==> src/rtl/cpu_csr_pkg.sv <==
// Shared types and AXI constants for the CPU-to-CSR AXI4 bridge.
package cpu_csr_pkg;

  typedef enum logic [2:0] {
    ST_IDLE,
    ST_WADDR,
    ST_WRESP,
    ST_RADDR,
    ST_RDATA,
    ST_DRAIN
  } csr_mst_state_e;

  localparam logic [1:0] AXI_BURST_INCR = 2'b01;
  localparam logic [2:0] AXI_SIZE_4B    = 3'd2;
  localparam logic [1:0] AXI_RESP_OKAY  = 2'b00;
  localparam int         CSR_NUM_REGS   = 32;

endpackage

==> src/rtl/cpu_csr_axi_master_if.sv <==
// CPU request/response port plus single-beat AXI4 master channels.
interface cpu_csr_axi_master_if;

  logic        req_valid;
  logic        req_ready;
  logic        req_we;
  logic [31:0] req_addr;
  logic [31:0] req_wdata;
  logic [3:0]  req_wstrb;
  logic        rsp_valid;
  logic [31:0] rsp_rdata;
  logic        rsp_err;

  logic [3:0]  m_axi_awid;
  logic [31:0] m_axi_awaddr;
  logic [1:0]  m_axi_awburst;
  logic [7:0]  m_axi_awlen;
  logic [2:0]  m_axi_awsize;
  logic        m_axi_awvalid;
  logic        m_axi_awready;
  logic [31:0] m_axi_wdata;
  logic [3:0]  m_axi_wstrb;
  logic        m_axi_wlast;
  logic        m_axi_wvalid;
  logic        m_axi_wready;
  logic [3:0]  m_axi_bid;
  logic [1:0]  m_axi_bresp;
  logic        m_axi_bvalid;
  logic        m_axi_bready;
  logic [3:0]  m_axi_arid;
  logic [31:0] m_axi_araddr;
  logic [1:0]  m_axi_arburst;
  logic [7:0]  m_axi_arlen;
  logic [2:0]  m_axi_arsize;
  logic        m_axi_arvalid;
  logic        m_axi_arready;
  logic [3:0]  m_axi_rid;
  logic [31:0] m_axi_rdata;
  logic [1:0]  m_axi_rresp;
  logic        m_axi_rlast;
  logic        m_axi_rvalid;
  logic        m_axi_rready;

  modport master (
    input  req_valid, req_we, req_addr, req_wdata, req_wstrb,
    output req_ready, rsp_valid, rsp_rdata, rsp_err,
    output m_axi_awid, m_axi_awaddr, m_axi_awburst, m_axi_awlen, m_axi_awsize, m_axi_awvalid,
    input  m_axi_awready,
    output m_axi_wdata, m_axi_wstrb, m_axi_wlast, m_axi_wvalid,
    input  m_axi_wready,
    input  m_axi_bid, m_axi_bresp, m_axi_bvalid,
    output m_axi_bready,
    output m_axi_arid, m_axi_araddr, m_axi_arburst, m_axi_arlen, m_axi_arsize, m_axi_arvalid,
    input  m_axi_arready,
    input  m_axi_rid, m_axi_rdata, m_axi_rresp, m_axi_rlast, m_axi_rvalid,
    output m_axi_rready
  );

  modport slave (
    output req_valid, req_we, req_addr, req_wdata, req_wstrb,
    input  req_ready, rsp_valid, rsp_rdata, rsp_err,
    input  m_axi_awid, m_axi_awaddr, m_axi_awburst, m_axi_awlen, m_axi_awsize, m_axi_awvalid,
    output m_axi_awready,
    input  m_axi_wdata, m_axi_wstrb, m_axi_wlast, m_axi_wvalid,
    output m_axi_wready,
    output m_axi_bid, m_axi_bresp, m_axi_bvalid,
    input  m_axi_bready,
    input  m_axi_arid, m_axi_araddr, m_axi_arburst, m_axi_arlen, m_axi_arsize, m_axi_arvalid,
    output m_axi_arready,
    output m_axi_rid, m_axi_rdata, m_axi_rresp, m_axi_rlast, m_axi_rvalid,
    input  m_axi_rready
  );

endinterface

==> src/rtl/cpu_csr_axi_master.sv <==
// Turns each CPU load/store into one single-beat AXI4 transaction with
// exactly one response pulse; errors, ID/rlast mismatches and timeouts flagged.
module cpu_csr_axi_master
  import cpu_csr_pkg::*;
#(
  parameter logic [3:0]  AXI_ID  = 4'd1,
  parameter int unsigned TIMEOUT = 256
) (
  input logic                  s_aclk,
  input logic                  s_areset,
  cpu_csr_axi_master_if.master bus
);

  localparam logic [15:0] TO_LAST = 16'(TIMEOUT - 1);

  csr_mst_state_e state_q, state_d;
  logic [15:0] cnt_q, cnt_d;
  logic        we_q, we_d;
  logic [31:2] addr_q, addr_d;
  logic [31:0] wdata_q, wdata_d;
  logic [3:0]  wstrb_q, wstrb_d;
  logic        awvalid_q, awvalid_d, wvalid_q, wvalid_d, arvalid_q, arvalid_d;
  logic        bready_q, bready_d, rready_q, rready_d;
  logic        aw_done_q, aw_done_d, w_done_q, w_done_d;
  logic        rsp_valid_q, rsp_valid_d, rsp_err_q, rsp_err_d;
  logic [31:0] rsp_rdata_q, rsp_rdata_d;
  logic        timeout;

  assign timeout = (cnt_q == TO_LAST);

  always_comb begin
    state_d     = state_q;
    we_d        = we_q;
    addr_d      = addr_q;
    wdata_d     = wdata_q;
    wstrb_d     = wstrb_q;
    awvalid_d   = awvalid_q;
    wvalid_d    = wvalid_q;
    arvalid_d   = arvalid_q;
    bready_d    = bready_q;
    rready_d    = rready_q;
    aw_done_d   = aw_done_q;
    w_done_d    = w_done_q;
    rsp_valid_d = 1'b0;
    rsp_err_d   = 1'b0;
    rsp_rdata_d = '0;

    // Address-phase valids drop on their own handshake in any state, DRAIN included.
    if (awvalid_q && bus.m_axi_awready) begin
      awvalid_d = 1'b0;
      aw_done_d = 1'b1;
    end
    if (wvalid_q && bus.m_axi_wready) begin
      wvalid_d = 1'b0;
      w_done_d = 1'b1;
    end
    if (arvalid_q && bus.m_axi_arready) arvalid_d = 1'b0;

    unique case (state_q)
      ST_IDLE: begin
        if (bus.req_valid) begin
          we_d    = bus.req_we;
          addr_d  = bus.req_addr[31:2];
          wdata_d = bus.req_wdata;
          wstrb_d = bus.req_wstrb;
          if (bus.req_addr[1:0] != 2'b00) begin
            rsp_valid_d = 1'b1;
            rsp_err_d   = 1'b1;
          end else if (bus.req_we) begin
            state_d   = ST_WADDR;
            awvalid_d = 1'b1;
            wvalid_d  = 1'b1;
            aw_done_d = 1'b0;
            w_done_d  = 1'b0;
          end else begin
            state_d   = ST_RADDR;
            arvalid_d = 1'b1;
          end
        end
      end
      ST_WADDR: begin
        if (aw_done_d && w_done_d) begin
          state_d  = ST_WRESP;
          bready_d = 1'b1;
        end else if (timeout) begin
          state_d     = ST_DRAIN;
          rsp_valid_d = 1'b1;
          rsp_err_d   = 1'b1;
        end
      end
      ST_WRESP: begin
        if (bus.m_axi_bvalid) begin
          state_d     = ST_IDLE;
          bready_d    = 1'b0;
          rsp_valid_d = 1'b1;
          rsp_err_d   = (bus.m_axi_bresp != AXI_RESP_OKAY) || (bus.m_axi_bid != AXI_ID);
        end else if (timeout) begin
          state_d     = ST_DRAIN;
          rsp_valid_d = 1'b1;
          rsp_err_d   = 1'b1;
        end
      end
      ST_RADDR: begin
        if (bus.m_axi_arready) begin
          state_d  = ST_RDATA;
          rready_d = 1'b1;
        end else if (timeout) begin
          state_d     = ST_DRAIN;
          rsp_valid_d = 1'b1;
          rsp_err_d   = 1'b1;
        end
      end
      ST_RDATA: begin
        if (bus.m_axi_rvalid) begin
          state_d     = ST_IDLE;
          rready_d    = 1'b0;
          rsp_valid_d = 1'b1;
          rsp_rdata_d = bus.m_axi_rdata;
          rsp_err_d   = (bus.m_axi_rresp != AXI_RESP_OKAY) || (bus.m_axi_rid != AXI_ID)
                        || !bus.m_axi_rlast;
        end else if (timeout) begin
          state_d     = ST_DRAIN;
          rsp_valid_d = 1'b1;
          rsp_err_d   = 1'b1;
        end
      end
      ST_DRAIN: begin
        // The transaction still owes the slave a response handshake; absorb it silently.
        if (we_q) begin
          if (aw_done_d && w_done_d) begin
            if (!bready_q) begin
              bready_d = 1'b1;
            end else if (bus.m_axi_bvalid) begin
              bready_d = 1'b0;
              state_d  = ST_IDLE;
            end
          end
        end else if (arvalid_q) begin
          if (bus.m_axi_arready) rready_d = 1'b1;
        end else if (rready_q && bus.m_axi_rvalid) begin
          rready_d = 1'b0;
          state_d  = ST_IDLE;
        end
      end
      default: state_d = ST_IDLE;
    endcase

    if (state_d != state_q) begin
      cnt_d = '0;
    end else if (state_q inside {ST_WADDR, ST_WRESP, ST_RADDR, ST_RDATA}) begin
      cnt_d = cnt_q + 16'd1;
    end else begin
      cnt_d = cnt_q;
    end
  end

  always_ff @(posedge s_aclk or posedge s_areset) begin
    if (s_areset) begin
      state_q     <= ST_IDLE;
      cnt_q       <= '0;
      we_q        <= 1'b0;
      addr_q      <= '0;
      wdata_q     <= '0;
      wstrb_q     <= '0;
      awvalid_q   <= 1'b0;
      wvalid_q    <= 1'b0;
      arvalid_q   <= 1'b0;
      bready_q    <= 1'b0;
      rready_q    <= 1'b0;
      aw_done_q   <= 1'b0;
      w_done_q    <= 1'b0;
      rsp_valid_q <= 1'b0;
      rsp_err_q   <= 1'b0;
      rsp_rdata_q <= '0;
    end else begin
      state_q     <= state_d;
      cnt_q       <= cnt_d;
      we_q        <= we_d;
      addr_q      <= addr_d;
      wdata_q     <= wdata_d;
      wstrb_q     <= wstrb_d;
      awvalid_q   <= awvalid_d;
      wvalid_q    <= wvalid_d;
      arvalid_q   <= arvalid_d;
      bready_q    <= bready_d;
      rready_q    <= rready_d;
      aw_done_q   <= aw_done_d;
      w_done_q    <= w_done_d;
      rsp_valid_q <= rsp_valid_d;
      rsp_err_q   <= rsp_err_d;
      rsp_rdata_q <= rsp_rdata_d;
    end
  end

  assign bus.req_ready     = (state_q == ST_IDLE) && !s_areset;
  assign bus.rsp_valid     = rsp_valid_q;
  assign bus.rsp_err       = rsp_err_q;
  assign bus.rsp_rdata     = rsp_rdata_q;

  assign bus.m_axi_awid    = AXI_ID;
  assign bus.m_axi_awaddr  = {addr_q, 2'b00};
  assign bus.m_axi_awburst = AXI_BURST_INCR;
  assign bus.m_axi_awlen   = 8'd0;
  assign bus.m_axi_awsize  = AXI_SIZE_4B;
  assign bus.m_axi_awvalid = awvalid_q;
  assign bus.m_axi_wdata   = wdata_q;
  assign bus.m_axi_wstrb   = wstrb_q;
  assign bus.m_axi_wlast   = 1'b1;
  assign bus.m_axi_wvalid  = wvalid_q;
  assign bus.m_axi_bready  = bready_q;
  assign bus.m_axi_arid    = AXI_ID;
  assign bus.m_axi_araddr  = {addr_q, 2'b00};
  assign bus.m_axi_arburst = AXI_BURST_INCR;
  assign bus.m_axi_arlen   = 8'd0;
  assign bus.m_axi_arsize  = AXI_SIZE_4B;
  assign bus.m_axi_arvalid = arvalid_q;
  assign bus.m_axi_rready  = rready_q;

endmodule

==> src/flat_wrapper.sv <==
// flat-port wrapper written by rule: the top's interface ports become plain ports
module cpu_csr_axi_master_flat import cpu_csr_pkg::*;
#(
  parameter logic [3:0]  AXI_ID  = 4'd1,
  parameter int unsigned TIMEOUT = 256
)
  (s_aclk, s_areset, bus_req_valid, bus_req_we, bus_req_addr, bus_req_wdata, bus_req_wstrb, bus_req_ready, bus_rsp_valid, bus_rsp_rdata, bus_rsp_err, bus_m_axi_awid, bus_m_axi_awaddr, bus_m_axi_awburst, bus_m_axi_awlen, bus_m_axi_awsize, bus_m_axi_awvalid, bus_m_axi_awready, bus_m_axi_wdata, bus_m_axi_wstrb, bus_m_axi_wlast, bus_m_axi_wvalid, bus_m_axi_wready, bus_m_axi_bid, bus_m_axi_bresp, bus_m_axi_bvalid, bus_m_axi_bready, bus_m_axi_arid, bus_m_axi_araddr, bus_m_axi_arburst, bus_m_axi_arlen, bus_m_axi_arsize, bus_m_axi_arvalid, bus_m_axi_arready, bus_m_axi_rid, bus_m_axi_rdata, bus_m_axi_rresp, bus_m_axi_rlast, bus_m_axi_rvalid, bus_m_axi_rready);
  cpu_csr_axi_master_if bus_i ();
  input logic s_aclk;
  input logic s_areset;
  input wire logic [$bits(bus_i.req_valid)-1:0] bus_req_valid;
  input wire logic [$bits(bus_i.req_we)-1:0] bus_req_we;
  input wire logic [$bits(bus_i.req_addr)-1:0] bus_req_addr;
  input wire logic [$bits(bus_i.req_wdata)-1:0] bus_req_wdata;
  input wire logic [$bits(bus_i.req_wstrb)-1:0] bus_req_wstrb;
  output wire logic [$bits(bus_i.req_ready)-1:0] bus_req_ready;
  output wire logic [$bits(bus_i.rsp_valid)-1:0] bus_rsp_valid;
  output wire logic [$bits(bus_i.rsp_rdata)-1:0] bus_rsp_rdata;
  output wire logic [$bits(bus_i.rsp_err)-1:0] bus_rsp_err;
  output wire logic [$bits(bus_i.m_axi_awid)-1:0] bus_m_axi_awid;
  output wire logic [$bits(bus_i.m_axi_awaddr)-1:0] bus_m_axi_awaddr;
  output wire logic [$bits(bus_i.m_axi_awburst)-1:0] bus_m_axi_awburst;
  output wire logic [$bits(bus_i.m_axi_awlen)-1:0] bus_m_axi_awlen;
  output wire logic [$bits(bus_i.m_axi_awsize)-1:0] bus_m_axi_awsize;
  output wire logic [$bits(bus_i.m_axi_awvalid)-1:0] bus_m_axi_awvalid;
  input wire logic [$bits(bus_i.m_axi_awready)-1:0] bus_m_axi_awready;
  output wire logic [$bits(bus_i.m_axi_wdata)-1:0] bus_m_axi_wdata;
  output wire logic [$bits(bus_i.m_axi_wstrb)-1:0] bus_m_axi_wstrb;
  output wire logic [$bits(bus_i.m_axi_wlast)-1:0] bus_m_axi_wlast;
  output wire logic [$bits(bus_i.m_axi_wvalid)-1:0] bus_m_axi_wvalid;
  input wire logic [$bits(bus_i.m_axi_wready)-1:0] bus_m_axi_wready;
  input wire logic [$bits(bus_i.m_axi_bid)-1:0] bus_m_axi_bid;
  input wire logic [$bits(bus_i.m_axi_bresp)-1:0] bus_m_axi_bresp;
  input wire logic [$bits(bus_i.m_axi_bvalid)-1:0] bus_m_axi_bvalid;
  output wire logic [$bits(bus_i.m_axi_bready)-1:0] bus_m_axi_bready;
  output wire logic [$bits(bus_i.m_axi_arid)-1:0] bus_m_axi_arid;
  output wire logic [$bits(bus_i.m_axi_araddr)-1:0] bus_m_axi_araddr;
  output wire logic [$bits(bus_i.m_axi_arburst)-1:0] bus_m_axi_arburst;
  output wire logic [$bits(bus_i.m_axi_arlen)-1:0] bus_m_axi_arlen;
  output wire logic [$bits(bus_i.m_axi_arsize)-1:0] bus_m_axi_arsize;
  output wire logic [$bits(bus_i.m_axi_arvalid)-1:0] bus_m_axi_arvalid;
  input wire logic [$bits(bus_i.m_axi_arready)-1:0] bus_m_axi_arready;
  input wire logic [$bits(bus_i.m_axi_rid)-1:0] bus_m_axi_rid;
  input wire logic [$bits(bus_i.m_axi_rdata)-1:0] bus_m_axi_rdata;
  input wire logic [$bits(bus_i.m_axi_rresp)-1:0] bus_m_axi_rresp;
  input wire logic [$bits(bus_i.m_axi_rlast)-1:0] bus_m_axi_rlast;
  input wire logic [$bits(bus_i.m_axi_rvalid)-1:0] bus_m_axi_rvalid;
  output wire logic [$bits(bus_i.m_axi_rready)-1:0] bus_m_axi_rready;
  assign bus_i.req_valid = bus_req_valid;
  assign bus_i.req_we = bus_req_we;
  assign bus_i.req_addr = bus_req_addr;
  assign bus_i.req_wdata = bus_req_wdata;
  assign bus_i.req_wstrb = bus_req_wstrb;
  assign bus_req_ready = bus_i.req_ready;
  assign bus_rsp_valid = bus_i.rsp_valid;
  assign bus_rsp_rdata = bus_i.rsp_rdata;
  assign bus_rsp_err = bus_i.rsp_err;
  assign bus_m_axi_awid = bus_i.m_axi_awid;
  assign bus_m_axi_awaddr = bus_i.m_axi_awaddr;
  assign bus_m_axi_awburst = bus_i.m_axi_awburst;
  assign bus_m_axi_awlen = bus_i.m_axi_awlen;
  assign bus_m_axi_awsize = bus_i.m_axi_awsize;
  assign bus_m_axi_awvalid = bus_i.m_axi_awvalid;
  assign bus_i.m_axi_awready = bus_m_axi_awready;
  assign bus_m_axi_wdata = bus_i.m_axi_wdata;
  assign bus_m_axi_wstrb = bus_i.m_axi_wstrb;
  assign bus_m_axi_wlast = bus_i.m_axi_wlast;
  assign bus_m_axi_wvalid = bus_i.m_axi_wvalid;
  assign bus_i.m_axi_wready = bus_m_axi_wready;
  assign bus_i.m_axi_bid = bus_m_axi_bid;
  assign bus_i.m_axi_bresp = bus_m_axi_bresp;
  assign bus_i.m_axi_bvalid = bus_m_axi_bvalid;
  assign bus_m_axi_bready = bus_i.m_axi_bready;
  assign bus_m_axi_arid = bus_i.m_axi_arid;
  assign bus_m_axi_araddr = bus_i.m_axi_araddr;
  assign bus_m_axi_arburst = bus_i.m_axi_arburst;
  assign bus_m_axi_arlen = bus_i.m_axi_arlen;
  assign bus_m_axi_arsize = bus_i.m_axi_arsize;
  assign bus_m_axi_arvalid = bus_i.m_axi_arvalid;
  assign bus_i.m_axi_arready = bus_m_axi_arready;
  assign bus_i.m_axi_rid = bus_m_axi_rid;
  assign bus_i.m_axi_rdata = bus_m_axi_rdata;
  assign bus_i.m_axi_rresp = bus_m_axi_rresp;
  assign bus_i.m_axi_rlast = bus_m_axi_rlast;
  assign bus_i.m_axi_rvalid = bus_m_axi_rvalid;
  assign bus_m_axi_rready = bus_i.m_axi_rready;
  cpu_csr_axi_master #(.AXI_ID(AXI_ID), .TIMEOUT(TIMEOUT)) u_core (.s_aclk(s_aclk), .s_areset(s_areset), .bus(bus_i));
endmodule
==> config.mk <==
export PLATFORM = sky130hd
export DESIGN_NAME = cpu_csr_axi_master_flat
export DESIGN_NICKNAME = d
export VERILOG_FILES = /design/src/rtl/cpu_csr_pkg.sv /design/src/rtl/cpu_csr_axi_master_if.sv /design/src/rtl/cpu_csr_axi_master.sv /design/src/flat_wrapper.sv
export SDC_FILE = /design/constraint.sdc
export NUM_CORES = 1
export LEC_CHECK = 0
export ABC_AREA = 1
export BUFFER_PORTS_ARGS = -buffer_cell sky130_fd_sc_hd__buf_2
export CAP_MARGIN = 20
export CORE_UTILIZATION = 30
export CTS_CLUSTER_SIZE = 12
export DETAILED_ROUTE_END_ITERATION = 7
export PLACE_DENSITY = 0.69
export SLEW_MARGIN = 25
export SYNTH_ARGS = -nofsm -noshare
export SYNTH_HDL_FRONTEND = slang
export SYNTH_SLANG_ARGS = --single-unit
export TNS_END_PERCENT = 1
==> constraint.sdc <==
create_clock -name s_aclk -period 4.3 [get_ports s_aclk]
set_input_delay 0.86 -clock s_aclk [delete_from_list [all_inputs] [get_ports s_aclk]]
set_output_delay 0.86 -clock s_aclk [all_outputs]
set_load 0.1 [all_outputs]
==> impl.org, run 1 <==
** Status
- Run status :: completed

** Global route
- The initial antenna violation count is 0.
- Total global routing overflow :: 0
- Across every metal layer, demand over resource in global routing totals 0.1440.
- The first global-routing pass estimated 22390 um of wire.
- Entering global routing, the biggest net connects 77 pins.
- The number of global-route vias before repair came to 4570.

** CTS
- Clock buffer count from CTS :: 17
- At the later pin of the worst-skew pair, clock insertion delay measures 410 ps.
- # Post-CTS Setup Buffers :: 0
- Clock sink count :: 127
- The H-tree was split into 4 levels.
- Clock tree buffer depth :: 2
- After clock tree synthesis, the flow added hold-fix buffers numbering 0.
- TritonCTS built the clock tree.
- The number of gates resized after CTS was 0.
- Clk pin slew, worst setup/hold paths :: 60 ps
- Root cell of the clock tree :: sky130_fd_sc_hd__clkbuf_16

** Route
- In the final routed layout, each cell accounts on average for 12.11 um.
- In the routed design, unresolved DRC markers number 0.
- Vias after detailed routing :: 4941
- Sum of routed wire length over all layers :: 14420 um
- The count of nets left with antenna violations once routing finished came out at 0.
- The detailed router finished its first iteration with 235 violations.
- Drt first pass iters :: 6
- After detailed routing, the number of vias per cell comes to 4.149.

** Yosys
- Async set or reset register ratio after synthesis :: 1.000
- Count of distinct cell types in the synthesized netlist :: 35
- After technology mapping, the gate count stands at 694.
- Syn Std Cell Area :: 5879 um2
- Among all flip-flop cells after synthesis, the most frequent one is sky130_fd_sc_hd__dfrtp_1.
- For this run, the number of Yosys warnings is 0.
- By area the synthesized netlist is led by sky130_fd_sc_hd__dfrtp_1 (54%), sky130_fd_sc_hd__nand2_1 (18%), sky130_fd_sc_hd__buf_4 (8.9%).
- After synthesis, the mean cell area works out to 8.472 um2.
- Share of synthesized area occupied by flip-flops and latches :: 0.5405
- Most frequent cell after synthesis :: sky130_fd_sc_hd__nand2_1
- Synthesized flop and latch total :: 127
- Commonest cells in the synthesized netlist :: sky130_fd_sc_hd__nand2_1 (283), sky130_fd_sc_hd__dfrtp_1 (127), sky130_fd_sc_hd__buf_4 (70)
- Share of Yosys cell area claimed by the top area cell type :: 0.5405
- Most area-hungry cell type in the Yosys netlist :: sky130_fd_sc_hd__dfrtp_1
- The synthesized design contains 0 enable-type register cells.

** Finish
- Summing all multi-input logic gate instances after layout gives 2072 um2.
- Summing all flip-flop and latch instances after layout gives 3178 um2.
- From synthesis to final layout, the design area changed by 30.41%.
- Final standard cell count with taps included and fillers excluded :: 1191
- Final net count :: 1041
- Fraction of final layout cells with drive strength greater than 1 :: 0.3437
- 0 antenna diodes ended up in the layout.
- The filler cells instantiated in the layout total 1947.

** Place
- GP Congestion :: 0.8359
- Cell count after placement :: 1159
- Number of port buffers :: 257
- DP HPWL :: 10510 um

** Pwr
- Ratio of total power to cell area :: 694.6 nW/um2
- Across the VDD grid, the largest voltage drop is 291.6 uV.
- For this design the static power due to leakage is 4.362 nW.

** Setup path
- Of all nets on the critical path, the largest fanout is 7.
- Worst path depth :: 4
- STA classifies the critical path endpoint as an output pin.
- Crit Reg-Reg Endpoint :: u_core.cnt_q[10]
- Longest individual stage delay on the worst path :: 460 ps
- Worst flop-to-flop path startpoint :: u_core.state_q[1]
- R2R depth :: 9
- The largest individual stage delay along the critical path comes from the cell sky130_fd_sc_hd__dfrtp_1.
- The setup check on the worst reg-to-reg path leaves a slack of 1850 ps.
- Element type at the critical path start :: register
- The worst setup path is of the reg2out kind.
- Cell family contributing the most delay on the critical path :: simple AND/OR/NAND/NOR gates
- Cell-by-cell trace of the critical path :: nor2_2, nand2_2, nor2_1, buf_2
- Arrival time worst endpoint :: 1770 ps
- End point of the critical path :: bus_req_ready
- Tracing the worst setup path back leads to its startpoint at u_core.state_q[1].
- Combined buffer and inverter count along the critical path :: 1
- Required time reported for the critical path endpoint :: 3440 ps

** Floorplan
- Ports :: 297
- Die boundary width :: 142.0 um
- Core Rows :: 50
- For this configuration, the core starts out at a cell density of 0.3102.
- The core region is 18960 um2.
- The die covers 20160 um2.
- Measured along the y axis, the die boundary spans 142.0 um.

** Timing
- Post-route clock skew :: 7.698 ps
- The count of endpoints failing hold in the final timing report is 0.
- Relative slew margins :: 0.5282
- Final setup violating endpoints :: 0
- Final Critical Period :: 2631 ps
- In the finished design, the share of the clock period the worst path needs comes to 0.6119.
- Slew at the pin closest to its max-slew limit :: 706.0 ps
- The count of pins over their slew limit was 0.
- Adding up every negative setup slack in the final design gives 0 ps.
- Setup repair after global routing left no endpoint under its margin.
- Maximum achievable frequency :: 380.1 MHz

** Hold path
- Class of the tightest hold or removal check :: reg2reg

** Flow run
- The tool flagged a number of max-cap violations equal to 0.
[flip-flops by register name, indices dropped and copies added, names as in the netlist]
register / cells
u_core.bus.rsp_valid: 1
u_core.bus.m_axi_arvalid: 1
u_core.w_done_q: 1
u_core.bus.m_axi_wdata: 32
u_core.bus.m_axi_wvalid: 1
u_core.we_q: 1
u_core.bus.rsp_err: 1
u_core.bus.m_axi_bready: 1
u_core.cnt_q: 16
u_core.addr_q: 30
u_core.aw_done_q: 1
u_core.bus.m_axi_wstrb: 4
u_core.state_q: 3
u_core.bus.rsp_rdata: 32
u_core.bus.m_axi_rready: 1
u_core.bus.m_axi_awvalid: 1
[report_power, final]
part / switching, mW / internal, mW / leakage (nW)
registers: 0.104 / 1.36 / 1.64
logic: 2.04 / 0.287 / 2.42
clock network: 0.562 / 0.979 / 0.301
total: 2.70 / 2.62 / 4.36
[metal layers]
layer / vias up / GRT usage / part of all wire
met2: 227 / 0.2528 / 0.50
met4: 0 / 0.04980 / 0.013
met1: 2236 / 0.1669 / 0.42
met3: 15 / 0.04172 / 0.066
met5: - / 0 / 0
li1: 2463 / - / -
[worst reg2reg max path, cell delays in order, from the launching register on]
cell and delay [ps]:
sky130_fd_sc_hd__dfrtp_1 460, sky130_fd_sc_hd__nor2_2 230, sky130_fd_sc_hd__nand2_2 150, sky130_fd_sc_hd__nor2_4 570, sky130_fd_sc_hd__nand2_2 100, sky130_fd_sc_hd__or2_1 270, sky130_fd_sc_hd__o211ai_1 110, sky130_fd_sc_hd__inv_2 70
sky130_fd_sc_hd__nand2_4 300, sky130_fd_sc_hd__nor2_1 90
[cells by family after synthesis]
| family | after synthesis | synth area share |
|---|---|---|
| DFF | 127 | 0.5405 |
| AOI/OAI and AO/OA | 26 | 0.02469 |
| adders and majority gates | 1 | 0.002128 |
| other | 2 | 0.001277 |
| and+or+nand+nor | 397 | 0.2828 |
| xor gates and xnor gates | 12 | 0.01788 |
| buffers and inverters | 129 | 0.1307 |
[layout by cell type (no fill, tap or decap), types with 11 or more instances in the layout]
master	instances
sky130_fd_sc_hd__nand2_1	283
sky130_fd_sc_hd__buf_2	257
sky130_fd_sc_hd__dfrtp_1	127
sky130_fd_sc_hd__nor2_1	66
sky130_fd_sc_hd__conb_1	39
sky130_fd_sc_hd__inv_1	31
sky130_fd_sc_hd__clkbuf_16	17
sky130_fd_sc_hd__o21ai_0	12
sky130_fd_sc_hd__nand3_1	12
sky130_fd_sc_hd__nor2_4	11
[worst min path at each step]
stage                               startpoint                         end  slack (ps)  cells after the start
global route         u_core.bus.m_axi_wdata[4]   u_core.bus.m_axi_wdata[4]         490                      2
detailed placement   u_core.bus.m_axi_wdata[4]   u_core.bus.m_axi_wdata[4]         450                      2
finish               u_core.bus.m_axi_wdata[3]   u_core.bus.m_axi_wdata[3]         460                      2
global placement    u_core.bus.m_axi_wdata[12]  u_core.bus.m_axi_wdata[12]         450                      2
floorplan                     u_core.aw_done_q            u_core.aw_done_q         480                      2
CTS                  u_core.bus.m_axi_wdata[4]   u_core.bus.m_axi_wdata[4]         470                      2
[metrics by stage]
step / total power, mW / utilization / worst slack [ps] / cell area, um2 / hold slack, ps
global placement: 3.807 / 0.3709 / 1589 / 7030 / 448.9
global route: 5.545 / 0.4045 / 1564 / 7667 / 490.5
floorplan: 3.565 / - / 55.71 / 6018 / 480.8
CTS: 5.395 / 0.4045 / 1640 / 7667 / 467.7
finish: 5.326 / 0.4045 / 1669 / 7667 / 461.3
detailed placement: 3.821 / 0.3710 / 1487 / 7033 / 452.8
[final cells by class]
cell class	instances	area share
Sequential cell	127	0.4145
Multi-Input combinational cell	475	0.2702
Timing Repair Buffer	260	0.1707
Clock buffer	17	0.05548
Tap cell	260	0.04243
Clock inverter	15	0.02725
Inverter	37	0.01942
Note: power is estimated with default switching activity, not from simulation.
==> run 2, diff against run 1 <==
- ABC_AREA: 1 -> 0
- clock period: 4.3 -> 2.4 ns (I/O delays scaled with it)
==> run 2 against run 1 <==
Against the previous run: critical path depth shrank 1; wire length fell by 6.7%; die area shrank 1.6%; clock power increased by 58%; first-iteration DRC count down 54%; sequential cell count is the same; critical endpoint unchanged; largest cell class unchanged.
==> impl.org, run 2 <==
** Floorplan
- The I/O pin count is 297 (unchanged).
- The total die area is 19850 um2 (-1.6%).
- The number of rows in the core area was 50 (unchanged).
- Height of the chip :: 140.9 um (-0.78%)
- The area of the core was 18830 um2 (-0.66%).
- The overall die width is 140.9 um (-0.78%).
- The initial cell density of the core was 0.3073 (-0.002856).

** Global route
- Initial antenna violation count :: 1 (+1)
- Wire length of the first global-routing pass :: 21360 um (-4.6%)
- Total global routing overflow :: 0 (unchanged)
- The number of global-route vias before repair is 4253 (-6.9%).
- Pin count of the biggest net entering global routing :: 73 (-5.2%)
- Total global routing track utilization :: 0.1402 (-0.003887)

** Timing
- The headroom to the max-slew limit was 0.6212 (+0.09297).
- The final setup slack of the worst path is 164.2 ps (-1505 ps).
- Setup repair after global routing left no endpoint under its margin.
- The worst path in the final design needs a cycle of 2236 ps, including I/O delays and setup.
- Maximum achievable frequency :: 447.3 MHz
- Post-route clock skew :: 14.89 ps (+7.195 ps)
- The count of endpoints failing hold in the final timing report came to 0 (unchanged).
- Slew at the pin closest to its max-slew limit :: 572.2 ps (-133.8 ps)
- The sum of negative setup slack is 0 ps (unchanged).
- Final setup violating endpoints :: 0 (unchanged)
- In the finished design, the share of the clock period the worst path needs comes to 0.9316.
- The count of pins over their slew limit was 0 (unchanged).
- The hold slack was 184.9 ps (-276.4 ps).

** Setup path
- Worst R2R Setup Slack :: 370 ps (-1480 ps)
- The worst setup path is launched from a register.
- Longest individual stage delay on the worst path :: 520 ps (+60 ps)
- Cell-by-cell trace of the critical path :: buf_4, nor4_2, clkbuf_4
- The setup path with the least slack is of type reg2out.
- STA classifies the critical path endpoint as an output pin.
- The sum of buffers and inverters on the critical path is 2 (+1).
- The cell family contributing the most delay on the critical path is buffers and inverters.
- The required time reported for the critical path endpoint came to 1920 ps (-1520 ps).
- Worst-path fanout max :: 13 (+6)
- Among all stages on the critical path, the largest delay is contributed by sky130_fd_sc_hd__dfrtp_1.
- Arrival time worst endpoint :: 1760 ps (about the same)

** Hold path
- Class of the tightest hold or removal check :: in2async

** Route
- The vias after detailed routing was 4194 (-15%).
- Drt first pass iters :: 5 (-1)
- Routed Antenna Nets :: 0 (unchanged)
- DRC viols :: 0 (unchanged)
- The average wire per standard cell is 13.68 um (+13%).
- Initial DRC count :: 109 (-54%)
- The number of vias per cell was 4.262 (+2.7%).
- Sum of routed wire length over all layers :: 13460 um (-6.7%)

** Place
- GP Congestion :: 0.7874 (-5.8%)
- The quantity of I/O buffers inserted on ports came to 257 (unchanged).
- Cell count after placement :: 952 (-18%)
- Post-DP Area :: 7088 um2 (+0.78%)
- The HPWL after detailed placement came to 9846 um (-6.3%).
- The worst setup slack after placement is 371.4 ps (-1116 ps).

** Pwr
- Final total power :: 8.399 mW (+58%)
- The largest vdd supply drop came to 502.4 uV (+72%).
- Ratio of total power to cell area :: 1098 nW/um2 (+58%)
- Leakage Power :: 3.816 nW (-13%)

** Yosys
- Adder-cell share of the synthesized area :: 0.002162 (+0.00003405)
- The number of storage elements in the synthesis netlist came to 127 (unchanged).
- The distinct cell type count of the synthesized netlist is 55 (+57%).
- The number of warnings reported in the yosys synthesis log came to 0 (unchanged).
- Most frequent cell after synthesis :: sky130_fd_sc_hd__dfrtp_1
- Share of cell area taken by muxes after synthesis :: 0.1336 (+0.1336)
- Share of synthesized area occupied by flip-flops and latches :: 0.5492 (+0.008649)
- Share of Yosys cell area claimed by the top area cell type :: 0.5492 (+0.008649)
- In the post-synthesis netlist, the biggest area contributors are sky130_fd_sc_hd__dfrtp_1 (55%), sky130_fd_sc_hd__mux2_2 (13%), sky130_fd_sc_hd__buf_4 (9.2%).
- Count of mapped cells out of synthesis :: 472 (-32%)
- Post-Synthesis Mean Instance Area :: 12.26 um2 (+45%)
- Most area-hungry cell type in the Yosys netlist :: sky130_fd_sc_hd__dfrtp_1
- Async set or reset register ratio after synthesis :: 1.000 (unchanged)
- The synthesized-area fraction occupied by xor and xnor cells came to 0.02270 (+0.004827).
- Post-synth EDFFs :: 0 (unchanged)
- Combinational family with the most area after synthesis :: multiplexers
- Most used flip-flop cell after synthesis :: sky130_fd_sc_hd__dfrtp_1
- The commonest cells after synthesis are sky130_fd_sc_hd__dfrtp_1 (127), sky130_fd_sc_hd__buf_4 (71), sky130_fd_sc_hd__mux2_2 (66).
- The area fraction in compound gates after synthesis is 0.05622 (+0.03153).
- Simple-gate share of the synthesized area :: 0.1198 (-0.1630)
- The netlist area before placement was 5787 um2 (-1.6%).

** CTS
- TritonCTS built the clock tree.
- Clock sink count :: 127 (unchanged)
- The post-cts resize count is 0 (unchanged).
- # Post-CTS Setup Buffers :: 0 (unchanged)
- The insertion delay to the later sink of the worst-skew pair was 420 ps (about the same).
- Root cell of the clock tree :: sky130_fd_sc_hd__clkbuf_16
- Clock tree buffer depth :: 2 (unchanged)
- H-tree levels :: 4 (unchanged)
- The clock-pin slew of the registers on the worst-case setup and hold paths came to 60 ps (about the same).
- Hold-fix buffers at CTS :: 0 (unchanged)
- The CTS buffer count is 17 (unchanged).

** Finish
- The total non-filler cell area in the finished layout came to 7651 um2 (-0.21%).
- Final standard cell count with taps included and fillers excluded :: 984 (-17%)
- In the layout the commonest cells are sky130_fd_sc_hd__buf_2 (256), sky130_fd_sc_hd__dfrtp_1 (127), sky130_fd_sc_hd__mux2_2 (66).
- Area overhead of the layout relative to synthesis :: 32.22%
- The fraction of layout cells with a size suffix above 1 was 0.5318 (+0.1881).
- Most frequent standard cell in the layout excluding fill and tap cells :: sky130_fd_sc_hd__buf_2
- The number of antenna repair diodes is 0 (unchanged).
- The total number of nets in the final design was 834 (-20%).
- Final design utilization :: 0.4063 (+0.001824)

** Status
- Run status :: completed

** Flow run
- Number of max-cap violations :: 0 (unchanged)
==> run 2: cell count changes in the layout (fill, tap and decap cells not counted), moves of 22 or more <==
cell | before | now
sky130_fd_sc_hd__mux2_2 | 0 | 66
sky130_fd_sc_hd__nor3_1 | 1 | 23
sky130_fd_sc_hd__nor2_1 | 66 | 12
sky130_fd_sc_hd__and2_1 | 0 | 34
sky130_fd_sc_hd__nand2_1 | 283 | 16
sky130_fd_sc_hd__inv_1 | 31 | 8
==> run 2: layout make-up <==
type	count	area (um2)
multi-input combinational	285	2093
clock buffer	18	439.2
fill	1844	11180
clock inverter	14	121.4
timing repair buffer	271	1456
sequential	127	3178
inverter	9	37.54
tap	260	325.3
==> run 2: final timing paths <==
kind                                                 from                   endpoint  depth (start not counted)
worst max-delay path                    u_core.state_q[0]              bus_req_ready                          3
worst min-delay path                             s_areset  u_core.bus.m_axi_wdata[6]                          3
worst max register to register          u_core.state_q[1]       u_core.bus.rsp_valid                          7
worst min register to register  u_core.bus.m_axi_wdata[3]  u_core.bus.m_axi_wdata[3]                          1
max in group asynchronous                        s_areset  u_core.bus.m_axi_wstrb[2]                          3
min in group s_aclk                   bus_m_axi_rdata[11]   u_core.bus.rsp_rdata[11]                          2
==> run 2: report_power, final <==
part / switching, mW / internal [mW] / total, mW
sequential: 0.154 / 2.38 / 2.53
combinational: 2.88 / 0.548 / 3.43
clock: 1.06 / 1.38 / 2.44
total: 4.09 / 4.30 / 8.40
==> run 2: kinds of logic (layout without fill, tap and decap cells) <==
| family | after synthesis | count (layout) |
|---|---|---|
| AOI/OAI and AO/OA | 45 | 45 |
| xor gates and xnor gates | 15 | 15 |
| adders and majority gates | 1 | 1 |
| buffers and inverters | 97 | 312 |
| muxes | 69 | 69 |
| and+or+nand+nor | 116 | 116 |
| DFF | 127 | 127 |
| other | 2 | 39 |
==> run 2: worst min-delay path, delay by kind of cell <==
kind | cells | cell delay [ps]
buffers and inverters | 3 | 490
==> run 2: metal layers <==
metal	up-vias	track usage	wire, um
li1	1993	-	-
met1	2001	0.1582	5400
met2	177	0.2393	6822
met3	21	0.05299	1005
met4	2	0.05492	215
met5	-	0	13
